<file path="src/rtl/mem_arbiter.sv">
// Two-port (instruction/data) arbiter in front of one single-ported unified memory.
// Optional MEM_ARB_RR_EN: round-robin tie-break instead of fixed data-port priority.
module mem_arbiter #(
  parameter int unsigned           ADDR_W    = 32,
  parameter int unsigned           DATA_W    = 32,
  parameter logic [ADDR_W-1:0]     IM_OFFSET = '0,
  parameter logic [ADDR_W-1:0]     DM_OFFSET = '0
) (
  input  logic              clk_i,
  input  logic              rst_n_i,
  input  logic              im_en_i,
  input  logic [ADDR_W-1:0] im_addr_i,
  output logic [DATA_W-1:0] im_dout_o,
  output logic              im_busy_o,
  input  logic              dm_en_i,
  input  logic              dm_wen_i,
  input  logic [DATA_W-1:0] dm_din_i,
  input  logic [ADDR_W-1:0] dm_addr_i,
  output logic [DATA_W-1:0] dm_dout_o,
  output logic              dm_busy_o,
  output logic              mem_en_o,
  output logic              mem_wen_o,
  output logic [ADDR_W-1:0] mem_addr_o,
  output logic [DATA_W-1:0] mem_din_o,
  input  logic [DATA_W-1:0] mem_dout_i,
  input  logic              mem_busy_i
);

  localparam logic [2:0] IDLE   = 3'd0;
  localparam logic [2:0] GNT_IM = 3'd1;
  localparam logic [2:0] GNT_DM = 3'd2;
  localparam logic [2:0] RSP_IM = 3'd3;
  localparam logic [2:0] RSP_DM = 3'd4;

  logic [2:0]        state, state_nxt;
  logic              mem_en_nxt, mem_wen_nxt;
  logic [ADDR_W-1:0] mem_addr_nxt;
  logic [DATA_W-1:0] mem_din_nxt, im_dout_nxt, dm_dout_nxt;
  logic              arb_open, arb_req, arb_dm, mem_done;

  assign arb_open = (state == IDLE) || (state == RSP_IM) || (state == RSP_DM);
  assign arb_req  = im_en_i | dm_en_i;
  assign mem_done = mem_en_o & ~mem_busy_i;

  assign im_busy_o = im_en_i & (state != RSP_IM);
  assign dm_busy_o = dm_en_i & (state != RSP_DM);

`ifdef MEM_ARB_RR_EN
  // last_dm: 1 = data port granted last; reset to dm so im wins the first tie
  logic last_dm;

  assign arb_dm = dm_en_i & (~im_en_i | ~last_dm);

  always_ff @(posedge clk_i) begin
    if (!rst_n_i) begin
      last_dm <= 1'b1;
    end else if (arb_open && arb_req) begin
      last_dm <= arb_dm;
    end
  end
`else
  assign arb_dm = dm_en_i;
`endif

  // Next-state and next-output logic
  always_comb begin
    state_nxt    = state;
    mem_en_nxt   = mem_en_o;
    mem_wen_nxt  = mem_wen_o;
    mem_addr_nxt = mem_addr_o;
    mem_din_nxt  = mem_din_o;
    im_dout_nxt  = im_dout_o;
    dm_dout_nxt  = dm_dout_o;
    case (state)
      IDLE, RSP_IM, RSP_DM: begin
        state_nxt = IDLE;
        if (arb_req) begin
          mem_en_nxt = 1'b1;
          if (arb_dm) begin
            state_nxt    = GNT_DM;
            mem_addr_nxt = dm_addr_i + DM_OFFSET;
            mem_din_nxt  = dm_din_i;
            mem_wen_nxt  = dm_wen_i;
          end else begin
            state_nxt    = GNT_IM;
            mem_addr_nxt = im_addr_i + IM_OFFSET;
            mem_wen_nxt  = 1'b0;
          end
        end
      end
      GNT_IM: begin
        if (mem_done) begin
          state_nxt   = RSP_IM;
          mem_en_nxt  = 1'b0;
          im_dout_nxt = mem_dout_i;
        end
      end
      GNT_DM: begin
        if (mem_done) begin
          state_nxt  = RSP_DM;
          mem_en_nxt = 1'b0;
          if (!mem_wen_o) begin
            dm_dout_nxt = mem_dout_i;
          end
        end
      end
      default: begin
        state_nxt  = IDLE;
        mem_en_nxt = 1'b0;
      end
    endcase
  end

  always_ff @(posedge clk_i) begin
    if (!rst_n_i) begin
      state      <= IDLE;
      mem_en_o   <= 1'b0;
      mem_wen_o  <= 1'b0;
      mem_addr_o <= '0;
      mem_din_o  <= '0;
      im_dout_o  <= '0;
      dm_dout_o  <= '0;
    end else begin
      state      <= state_nxt;
      mem_en_o   <= mem_en_nxt;
      mem_wen_o  <= mem_wen_nxt;
      mem_addr_o <= mem_addr_nxt;
      mem_din_o  <= mem_din_nxt;
      im_dout_o  <= im_dout_nxt;
      dm_dout_o  <= dm_dout_nxt;
    end
  end

endmodule

</file>
<file path="config.mk">
export PLATFORM = sky130hd
export DESIGN_NAME = mem_arbiter
export DESIGN_NICKNAME = d
export VERILOG_FILES = /design/src/rtl/mem_arbiter.sv
export SDC_FILE = /design/constraint.sdc
export NUM_CORES = 1
export LEC_CHECK = 0
export CAP_MARGIN = 20
export CORE_AREA = 5 5 120 122
export CTS_CLUSTER_SIZE = 24
export DETAILED_ROUTE_END_ITERATION = 16
export DIE_AREA = 0 0 125 127
export GPL_ROUTABILITY_DRIVEN = 0
export PLACE_DENSITY = 0.84
export SYNTH_ARGS = -nofsm -noshare
export SYNTH_HDL_FRONTEND = slang
export SYNTH_SLANG_ARGS = --single-unit
</file>
<file path="constraint.sdc">
create_clock -name clk_i -period 3.1 [get_ports clk_i]
set_input_delay 0.93 -clock clk_i [delete_from_list [all_inputs] [get_ports clk_i]]
set_output_delay 0.93 -clock clk_i [all_outputs]
set_load 0.01 [all_outputs]
</file>
==> After elaboration in Yosys (flattened, before gate mapping) <==
Cells that the tools add are included.
W data, S select, Z words.
{ "totals": {"ramBits": 0, "ff_bits": 133, "latchBits": 0, "inputBits": 134, "output_inout_bits": 132, "n_memories": 0, "rom_bits": 0, "wordCells": 42} }
{ "op_classes": {"div": 0, "bitwise_logic": 6, "n_mux": 10, "n_eq_ne": 10, "shifts": 0, "multipliers": 0, "n_reduce_logical": 9, "n_addsub": 0, "order_cmp": 0} }
{ "ops": {"columns": ["cell", "n"], "rows": [
  ["$mux W32", 1],
  ["$pmux W3 S3", 1],
  ["$reduce_and A2 Y1", 4],
  ["$eq A3 B2 Y1 const B", 2],
  ["$mux W3", 2],
  ["$ne A2 B2 Y1 const B", 3],
  ["$reduce_and A3 Y1", 2],
  ["$mux W2", 2],
  ["$and A1 B1 Y1", 3],
  ["$eq A3 B1 Y1 const B", 1],
  ["$eq A3 B3 Y1 const B", 1],
  ["$logic_not A3 Y1", 1],
  ["$mux W1", 3],
  ["$ne A3 B2 Y1 const B", 1],
  ["$ne A3 B3 Y1 const B", 1],
  ["$reduce_or A3 Y1", 1],
  ["$ne A2 B1 Y1 const B", 1],
  ["$not A1 Y1", 2],
  ["$pmux W1 S2", 1],
  ["$reduce_or A2 Y1", 1],
  ["$or A1 B1 Y1", 1]
]} }

==> Longest topological paths before layout <==
Gate-level depths: netlist of the first run.
{ "depth": {"depth_word": 4, "ltp_mapped": 6, "mapped_depth_nobuf": 3} }

==> Worst setup path before layout of the first run <==
Ideal clock, no wire load.
{ "synth_timing": {"path_kind": "input -> output", "from": "input dm_en_i", "to": "output dm_busy_o", "required_time_ps": 2170, "stages": 3, "setup_slack_ps": 514, "t_arrival_ps": 1656, "path_cell_list": "buf_2 -> buf_2 -> a21boi_0"} }
{ "synth_between": {"elab_chain_len": 1} }
{ "synth_lines": {"columns": ["element", "line_no", "source"], "rows": [
  ["start, declared", "15", "input logic dm_en_i,"],
  ["$and A1 B1 Y1", "46", "assign dm_busy_o = dm_en_i & (state != RSP_DM);"],
  ["end, declared", "20", "output logic dm_busy_o,"]
]} }
Every way passes these cells.

==> Worst setup path after layout of the first run <==
{ "layout_timing": {"from": "input im_en_i", "to": "output im_busy_o"} }
{ "layout_between": {"elab_chain_len": 1} }
{ "layout_lines": {"columns": ["element", "line_no", "source"], "rows": [
  ["start, declared", "11", "input logic im_en_i,"],
  ["$and A1 B1 Y1", "45", "assign im_busy_o = im_en_i & (state != RSP_IM);"],
  ["end, declared", "14", "output logic im_busy_o,"]
]} }
Every way passes these cells.

==> results.ini, run 1 <==
[clocking]
tritoncts = built
cts-htree-levels = 4
cts.sinks = 133
cts_setup_buffers = 0
clockBufferDepth = 2
numCtsBuffers = 17
postCtsHoldBufs = 0
cts_repair_resize_count = 1
clk_latency_ns = 0.41
cts.reportedPaths.clkPinSlew_ns = 0.05
root_buffer = clkbuf_16

[worst_setup_path]
r2r_setup_slack_ns = 1.29
rr_worst_depth = 4
critical_path_class = input port to output port
critPathCaptureType = output port
critPathLaunchType = input port
cp.arrival_ns = 2.11
cp_data_required_time_ns = 2.17
worstPathMaxFanout = 2

[synthesis]
yosysUniqueCellTypes = 28
async_flop_share_pct = 0
synth-seq-cells = 133
syn-instance-count = 593
synth_edf_count = 0
synth_seq_area_share_pct = 47.28
netlist_area_um2 = 5632
synth.avg_cell_area_um2 = 9.497
synthTopCellsByArea = dfxtp_1, mux2i_1, nand2_1, mux2_2, clkbuf_1
synth_flop_cell = dfxtp_1
yosys_warnings = 0
synth_nets = 727
synth.top_cell.area_share_pct = 47.28
post-synth-top-area-cell = dfxtp_1
yosysMostFrequentCell = nand2_1
synthTopCellsByCount = nand2_1, dfxtp_1, mux2i_1

[timing]
final-setup-viol-count = 0
worst_slew_pin_slew_ns = 0.5889
min_period_ns = 3.042
layout_setup_ws_ns = 0.05798
relSlewSlack_pct = 60.74
slew_viol_final = 0
fmax_mhz = 328.7
finalHoldViolations = 0
finClkSkew_ns = 0.008084
rsz0062_at_grt = no
period_share_pct = 98.13

[global_routing]
grt_antenna_before_repair = 0
grt_first_pass_wirelength_mm = 26.24
grt_usage_pct = 20.38
grt.overflow.total = 0
grt_start_max_net_pins = 71
grt_pass1_vias = 5275

[floorplan]
initial_core_util_pct = 43.04
io_pins = 266
die_width_um = 125
die_area_um2 = 15880
row_count = 42
core_area_um2 = 13090
die_h_um = 127

[layout]
fin_cells = 1029
syn_to_final_growth_pct = 59.30
n_antenna_cell = 0
drive_above_1_share_pct = 9.379
fin_nets = 974
fillers = 948

[placement]
dp_slack_ns = -0.009156
place_hpwl_mm = 12.15
dp_cells = 997
io_buffer_count = 265

[min_path]
hold_class = register to register
hold_depth = 2

[power_and_ir_drop]
peakVddDrop_mv = 0.2829
p_leak_uw = 0.003897
p_per_area_nw_per_um2 = 526.5

[detailed_routing]
postRouteAntennaNets = 0
post-route-drc-count = 0
routed-via-count = 4999
drtIter0Drc = 221
vias_per_cell = 4.858
wl_per_cell_um = 15.77
drt_pass1_iterations = 4
routed_wl_mm = 16.23

[status]
status = complete, no violations

[run]
maxCapViolCount = 0

==> area by class of cell <==
type	instances	area (um^2)	share of cell area, %
Multi-Input combinational cell	414	2706	30.17
Clock buffer	19	442.9	4.937
Tap cell	176	220.2	2.455
Sequential cell	133	2663	29.68
Clock inverter	13	156.4	1.743
Timing Repair Buffer	274	2783	31.02
==> through the flow <==
step	power (uW)	TNS (ns)	utilization (%)	area [um^2]	hold WS (ns)
detailed placement	2746	-0.009156	63.99	8373	0.4518
CTS	4772	0	68.56	8971	0.4604
finish	4723	0	68.56	8971	0.4564
floorplan	2289	0	-	5632	0.4790
global placement	2720	0	63.99	8373	0.4417
global route	4931	0	68.56	8971	0.4794
==> where the power goes <==
group          leakage, uW  switching (uW)  internal (uW)
Combinational      0.00252             340            488
Clock             0.000293             734           1280
Sequential         0.00108            62.6           1820
==> sequential cells by signal (all words and copies together), names as in the netlist <==
name	flops
mem_en_o	1
state	3
im_dout_o	32
dm_dout_o	32
mem_addr_o	32
mem_din_o	32
mem_wen_o	1
==> layout by cell type (no fill, tap or decap), types with 2 or more instances in the layout <==
cell,instances
clkdlybuf4s50_1,263
nand2_1,227
dfxtp_1,133
mux2i_1,128
mux2_2,32
clkbuf_16,17
clkinv_2,5
buf_12,5
buf_4,4
a21oi_1,3
nor3_1,3
bufinv_16,3
nand2b_1,2
and2_1,2
clkinvlp_4,2
clkinv_4,2
==> routing by layer <==
metal  share of wire, %  global-route usage [%]
met3                 10                   9.683
met4                3.9                   10.84
met1                 38                   21.14
met5                  0                       0
met2                 48                   34.39
==> final timing paths <==
| kind | startpoint | to |
|---|---|---|
| worst min-delay path | mem_din_o[13]$_SDFFE_PN0P_ | mem_din_o[13]$_SDFFE_PN0P_ |
| worst max register to register | state[1]$_SDFFE_PN0P_ | dm_dout_o[24]$_SDFFE_PN0P_ |
| worst min register to register | mem_din_o[13]$_SDFFE_PN0P_ | mem_din_o[13]$_SDFFE_PN0P_ |
| worst max-delay path | im_en_i | im_busy_o |
==> critical path, cell delays in order <==
cell and delay, ns:
clkdlybuf4s50_1 0.48, nor2b_1 0.15, clkdlybuf4s50_1 0.55
==> kinds of logic (layout without fill, tap and decap cells) <==
group,after synthesis,in the layout,share of synthesized area (%)
simple gates,242,242,17.02
mux,160,160,29.15
flops,133,133,47.28
buf+inv,46,306,4.821
compound gates,11,11,1.577
xor+xnor,1,1,0.1555
(Power assumes the default switching activity.)
==> run 2, diff against run 1 <==
--- a/config.mk
+++ b/config.mk
@@ -7,11 +7,13 @@
 export LEC_CHECK = 0
 export CAP_MARGIN = 20
 export CORE_AREA = 5 5 120 122
+export CTS_BUF_LIST = sky130_fd_sc_hd__clkbuf_4
 export CTS_CLUSTER_SIZE = 24
 export DETAILED_ROUTE_END_ITERATION = 16
 export DIE_AREA = 0 0 125 127
 export GPL_ROUTABILITY_DRIVEN = 0
-export PLACE_DENSITY = 0.84
+export PLACE_DENSITY = 0.89
 export SYNTH_ARGS = -nofsm -noshare
 export SYNTH_HDL_FRONTEND = slang
 export SYNTH_SLANG_ARGS = --single-unit
+export TNS_END_PERCENT = 1
==> results.ini, run 2 (synthesized netlist as in run 1, its figures left out) <==
[status]
status = complete, no violations  ; unchanged

[global_routing]
grt_usage_pct = 18.71  ; was 20.38%
grt.overflow.total = 0  ; unchanged
grt_start_max_net_pins = 67  ; was 71
grt_first_pass_wirelength_mm = 23.98  ; was 26.24 mm
grt_pass1_vias = 4892  ; was 5275
grt_antenna_before_repair = 1  ; was 0

[clocking]
clockBufferDepth = 2  ; unchanged
cts.reportedPaths.clkPinSlew_ns = 0.10  ; was 0.05 ns
cts_repair_resize_count = 0  ; was 1
cts.sinks = 133  ; unchanged
root_buffer = clkbuf_4  ; was clkbuf_16
tritoncts = built  ; unchanged
numCtsBuffers = 17  ; unchanged
clk_latency_ns = 0.51  ; was 0.41 ns
postCtsHoldBufs = 0  ; unchanged
cts_setup_buffers = 0  ; unchanged
cts-htree-levels = 4  ; unchanged

[worst_setup_path]
worstReg2RegEnd = im_dout_o[24]$_SDFFE_PN0P_  ; was dm_dout_o[24]$_SDFFE_PN0P_
worstPathMaxFanout = 2  ; unchanged
critPathLaunchType = input port  ; unchanged
cp_slowest_stage_delay_ns = 0.55  ; about the same
cp.arrival_ns = 2.09  ; was 2.11 ns
cpMostUsedCell = clkdlybuf4s50_1  ; unchanged
cp_data_required_time_ns = 2.17  ; about the same
path_cells = clkdlybuf4s50_1 > nor2b_1 > clkdlybuf4s50_1  ; unchanged
r2r_setup_slack_ns = 1.31  ; was 1.29 ns
cp_slowest_cell = clkdlybuf4s50_1  ; unchanged
critical_path_class = input port to output port  ; unchanged
critPathCaptureType = output port  ; unchanged
r2r-start = state[1]$_SDFFE_PN0P_  ; unchanged
rr_worst_depth = 4  ; unchanged

[timing]
rsz0062_at_grt = no  ; unchanged
setup-tns-final_ns = 0  ; unchanged
fmax_mhz = 331.0  ; was 328.7 MHz
min_period_ns = 3.021  ; was 3.042 ns
final-setup-viol-count = 0  ; unchanged
finalHoldViolations = 0  ; unchanged
period_share_pct = 97.45  ; was 98.13%
slew_viol_final = 0  ; unchanged
relSlewSlack_pct = 60.81  ; was 60.74%
worst_slew_pin_slew_ns = 0.5879  ; was 0.5889 ns
finClkSkew_ns = 0.01421  ; was 0.008084 ns

[placement]
place_hpwl_mm = 11.58  ; was 12.15 mm
io_buffer_count = 265  ; unchanged
dp_cells = 998  ; was 997

[power_and_ir_drop]
peakVddDrop_mv = 0.2780  ; was 0.2829 mV
p_per_area_nw_per_um2 = 438.7  ; was 526.5 nW/um^2
p_total_uw = 3790  ; was 4723 uW
p_leak_uw = 0.003751  ; was 0.003897 uW

[min_path]
hold_depth = 2  ; unchanged
hold_class = register to register  ; unchanged
min_from = im_dout_o[5]$_SDFFE_PN0P_  ; was mem_din_o[13]$_SDFFE_PN0P_
whs_endpoint = im_dout_o[5]$_SDFFE_PN0P_  ; was mem_din_o[13]$_SDFFE_PN0P_

[detailed_routing]
routed_wl_mm = 15.34  ; was 16.23 mm
drt_pass1_iterations = 4  ; unchanged
drtIter0Drc = 220  ; was 221
wl_per_cell_um = 14.89  ; was 15.77 um
postRouteAntennaNets = 0  ; unchanged
post-route-drc-count = 0  ; unchanged
vias_per_cell = 4.762  ; was 4.858
routed-via-count = 4905  ; was 4999

[floorplan]
core_area_um2 = 13090  ; unchanged
row_count = 42  ; unchanged
die_h_um = 127  ; unchanged
die_width_um = 125  ; unchanged
die_area_um2 = 15880  ; unchanged
initial_core_util_pct = 43.04  ; unchanged
io_pins = 266  ; unchanged

[layout]
fin_cells = 1030  ; was 1029
regArea_um2 = 2663  ; unchanged
drive_above_1_share_pct = 9.379  ; unchanged
fin_nets = 975  ; was 974
fillers = 990  ; was 948
layout_common_cells = clkdlybuf4s50_1, nand2_1, dfxtp_1, mux2i_1, mux2_2  ; unchanged
fin_util_pct = 66.03  ; was 68.56%
final_common_cell = clkdlybuf4s50_1  ; unchanged
syn_to_final_growth_pct = 53.41  ; was 59.30%
multi_input_area_um2 = 2706  ; unchanged

[run]
maxCapViolCount = 0  ; unchanged

[run 2: worst max-delay path: cells and delay by family]
kind | cells | cell delay [ns]
simple gates | 1 | 0.14
buf+inv | 2 | 1.02
[run 2: final cells by class]
cell class	instances	share of cell area, %
Multi-Input combinational cell	414	31.33
Antenna cell	1	0.02896
Tap cell	176	2.549
Clock buffer	20	1.738
Clock inverter	11	1.289
Timing Repair Buffer	275	32.25
Sequential cell	133	30.82
[run 2: worst max-delay path by stage]
stage / start / to / slack (ns)
after floorplan: dm_en_i / dm_busy_o / 0.51
after global placement: im_en_i / im_busy_o / 0.07
after detailed placement: im_en_i / im_busy_o / 0.07
after CTS: im_en_i / im_busy_o / 0.07
after global routing: state[1]$_SDFFE_PN0P_ / dm_busy_o / 0.006
final: im_en_i / im_busy_o / 0.08
[run 2: per-stage QoR]
| stage | worst slack (ns) | hold WS, ns | cell area, um^2 |
|---|---|---|---|
| 2_1_floorplan | 0.5143 | 0.4790 | 5632 |
| 3_3_place_gp | 0.07312 | 0.4406 | 8376 |
| 3_5_place_dp | 0.07254 | 0.4483 | 8376 |
| 4_1_cts | 0.06911 | 0.4635 | 8637 |
| 5_1_grt | 0.006378 | 0.4851 | 8640 |
| 6_report | 0.07920 | 0.4617 | 8640 |
[run 2: where the power goes]
part	total, uW	internal (uW)	switching, uW
clock	1090	491	600
combinational	829	491	337
sequential	1870	1810	57.4
[run 2: metal layers]
metal	wire length (um)	GRT usage, %
met1	6090	20.37
met2	7217	31.35
met3	1607	8.848
met4	427	8.099
met5	0	0
==> run 3, diff against run 2 <==
--- a/config.mk
+++ b/config.mk
@@ -13,6 +13,7 @@
 export DIE_AREA = 0 0 125 127
 export GPL_ROUTABILITY_DRIVEN = 0
 export PLACE_DENSITY = 0.89
+export REMOVE_ABC_BUFFERS = 1
 export SYNTH_ARGS = -nofsm -noshare
 export SYNTH_HDL_FRONTEND = slang
 export SYNTH_SLANG_ARGS = --single-unit
==> results.ini, run 3 (synthesized netlist as in run 1, its figures left out) <==
[clocking]
postCtsHoldBufs = 0  ; unchanged
numCtsBuffers = 17  ; unchanged
root_buffer = clkbuf_4  ; unchanged
cts.reportedPaths.clkPinSlew_ns = 0.11  ; was 0.10 ns
cts.sinks = 133  ; unchanged
clk_latency_ns = 0.54  ; was 0.51 ns
clockBufferDepth = 2  ; unchanged
tritoncts = built  ; unchanged
cts-htree-levels = 4  ; unchanged

[min_path]
hold_depth = 2  ; unchanged
min_from = mem_din_o[26]$_SDFFE_PN0P_  ; was im_dout_o[5]$_SDFFE_PN0P_
hold_class = register to register  ; unchanged
whs_endpoint = mem_din_o[26]$_SDFFE_PN0P_  ; was im_dout_o[5]$_SDFFE_PN0P_

[worst_setup_path]
startpoint = state[0]$_SDFFE_PN0P_  ; was im_en_i
cp_data_required_time_ns = 2.17  ; about the same
cp.arrival_ns = 2.01  ; was 2.09 ns
rr_worst_depth = 4  ; unchanged
r2r_setup_slack_ns = 1.39  ; was 1.31 ns
cp_slowest_cell = clkdlybuf4s50_1  ; unchanged
cp_slowest_stage_delay_ns = 0.50  ; was 0.55 ns
worstReg2RegEnd = dm_dout_o[18]$_SDFFE_PN0P_  ; was im_dout_o[24]$_SDFFE_PN0P_
critPathCaptureType = output port  ; unchanged
critPathLaunchType = register  ; was input port
path_cells = nor2_1 > a21boi_0 > clkdlybuf4s50_1  ; was clkdlybuf4s50_1 > nor2b_1 > clkdlybuf4s50_1
worstPathMaxFanout = 7  ; was 2
r2r-start = state[0]$_SDFFE_PN0P_  ; was state[1]$_SDFFE_PN0P_
critical_path_class = register to output port  ; was input port to output port

[detailed_routing]
routed-via-count = 4898  ; was 4905
wl_per_cell_um = 14.66  ; was 14.89 um
drt_pass1_iterations = 4  ; unchanged
postRouteAntennaNets = 0  ; unchanged
vias_per_cell = 4.751  ; was 4.762
drtIter0Drc = 208  ; was 220
routed_wl_mm = 15.12  ; was 15.34 mm
post-route-drc-count = 0  ; unchanged

[layout]
syn_to_final_growth_pct = 54.10  ; was 53.41%
fillers = 997  ; was 990
layout_common_cells = clkdlybuf4s50_1, nand2_1, dfxtp_1, mux2i_1, mux2_2  ; unchanged
drive_above_1_share_pct = 9.836  ; was 9.379%
fin_cells = 1031  ; was 1030
final_common_cell = clkdlybuf4s50_1  ; unchanged
fin_nets = 975  ; unchanged
regArea_um2 = 2664  ; was 2663 um^2
multi_input_area_um2 = 2706  ; unchanged

[timing]
min_period_ns = 2.937  ; was 3.021 ns
finClkSkew_ns = 0.01500  ; was 0.01421 ns
setup-tns-final_ns = 0  ; unchanged
relSlewSlack_pct = 56.43  ; was 60.81%
rsz0062_at_grt = no  ; unchanged
final-setup-viol-count = 0  ; unchanged
fmax_mhz = 340.5  ; was 331.0 MHz
slew_viol_final = 0  ; unchanged
worst_slew_pin_slew_ns = 0.6536  ; was 0.5879 ns
period_share_pct = 94.73  ; was 97.45%
finalHoldViolations = 0  ; unchanged

[global_routing]
grt.overflow.total = 0  ; unchanged
grt_start_max_net_pins = 91  ; was 67
grt_first_pass_wirelength_mm = 23.66  ; was 23.98 mm
grt_pass1_vias = 4822  ; was 4892
grt_antenna_before_repair = 1  ; unchanged
grt_usage_pct = 18.44  ; was 18.71%

[power_and_ir_drop]
p_leak_uw = 0.003765  ; was 0.003751 uW
peakVddDrop_mv = 0.2649  ; was 0.2780 mV
p_per_area_nw_per_um2 = 446.0  ; was 438.7 nW/um^2

[placement]
place_hpwl_mm = 11.23  ; was 11.58 mm
dp_cells = 998  ; unchanged
io_buffer_count = 265  ; unchanged

[floorplan]
initial_core_util_pct = 43.04  ; unchanged
row_count = 42  ; unchanged
io_pins = 266  ; unchanged
die_h_um = 127  ; unchanged
die_area_um2 = 15880  ; unchanged
core_area_um2 = 13090  ; unchanged
die_width_um = 125  ; unchanged

[run]
maxCapViolCount = 0  ; unchanged

[status]
status = complete, no violations  ; unchanged

## run 3: cell types whose count changed in the layout (fill, tap and decap cells not counted), sizes merged
cell / before / now
clkinv: 7 / 6
clkinvlp: 2 / 3
clkbuf: 20 / 18
inv: 0 / 3
dlygate4sd2: 0 / 1
clkdlybuf4s50: 263 / 262
## run 3: metrics by stage
step	area [um^2]	setup slack, ns	util, %	total power [uW]	hold slack (ns)
after floorplan	5360	0.4828	-	2237	0.4790
after global placement	8388	0.02712	64.10	2732	0.4407
after detailed placement	8388	0.01552	64.10	2745	0.4480
after CTS	8675	0.01590	66.29	3929	0.4641
after global routing	8678	0.004910	66.32	4069	0.4840
final	8678	0.1633	66.32	3871	0.4623
## run 3: worst max-delay path by stage
stage                                            to  slack (ns)  cells past startpoint
after floorplan           dm_dout_o[0]$_SDFFE_PN0P_        0.48                      3
after global placement                    im_busy_o        0.03                      3
after detailed placement                  im_busy_o        0.02                      3
after CTS                                 dm_busy_o        0.02                      3
after global routing                      dm_busy_o       0.005                      3
final                                     dm_busy_o        0.16                      3
## run 3: timing repair
item                                    CTS  global route
endpoints found under the setup margin    1             1
pin swaps                                 0             0
cloned                                    0             0
gates resized for setup                   1             1
hold endpoints to repair                  0             0
buffers inserted                          0             0
## run 3: area by class of cell
type	instances	share of cell area [%]
Tap cell	176	2.537
Sequential cell	133	30.69
Clock buffer	18	1.557
Timing Repair Buffer	275	32.24
Antenna cell	1	0.02884
Clock inverter	14	1.759
Multi-Input combinational cell	414	31.19
## run 3: worst max-delay path: cells and delay by family (launching register included)
family                 cells  cell delay (ns)
AO/OA/AOI/OAI              1             0.16
AND/OR/NAND/NOR            1             0.43
buffers and inverters      1             0.50
flip-flops                 1             0.39
## run 3: power breakdown
part | internal, uW | switching, uW | total, uW | leakage (uW)
Clock | 495 | 676 | 1170 | 0.000151
Combinational | 492 | 336 | 829 | 0.00253
Sequential | 1810 | 57.1 | 1870 | 0.00109
## run 3: per-layer routing
| metal | vias to the layer above | GRT usage, % | wire [um] |
|---|---|---|---|
| li1 | 2447 | - | - |
| met5 | - | 0 | 0 |
| met2 | 197 | 31.92 | 7221 |
| met4 | 0 | 7.334 | 312 |
| met3 | 23 | 8.514 | 1542 |
| met1 | 2231 | 19.62 | 6041 |
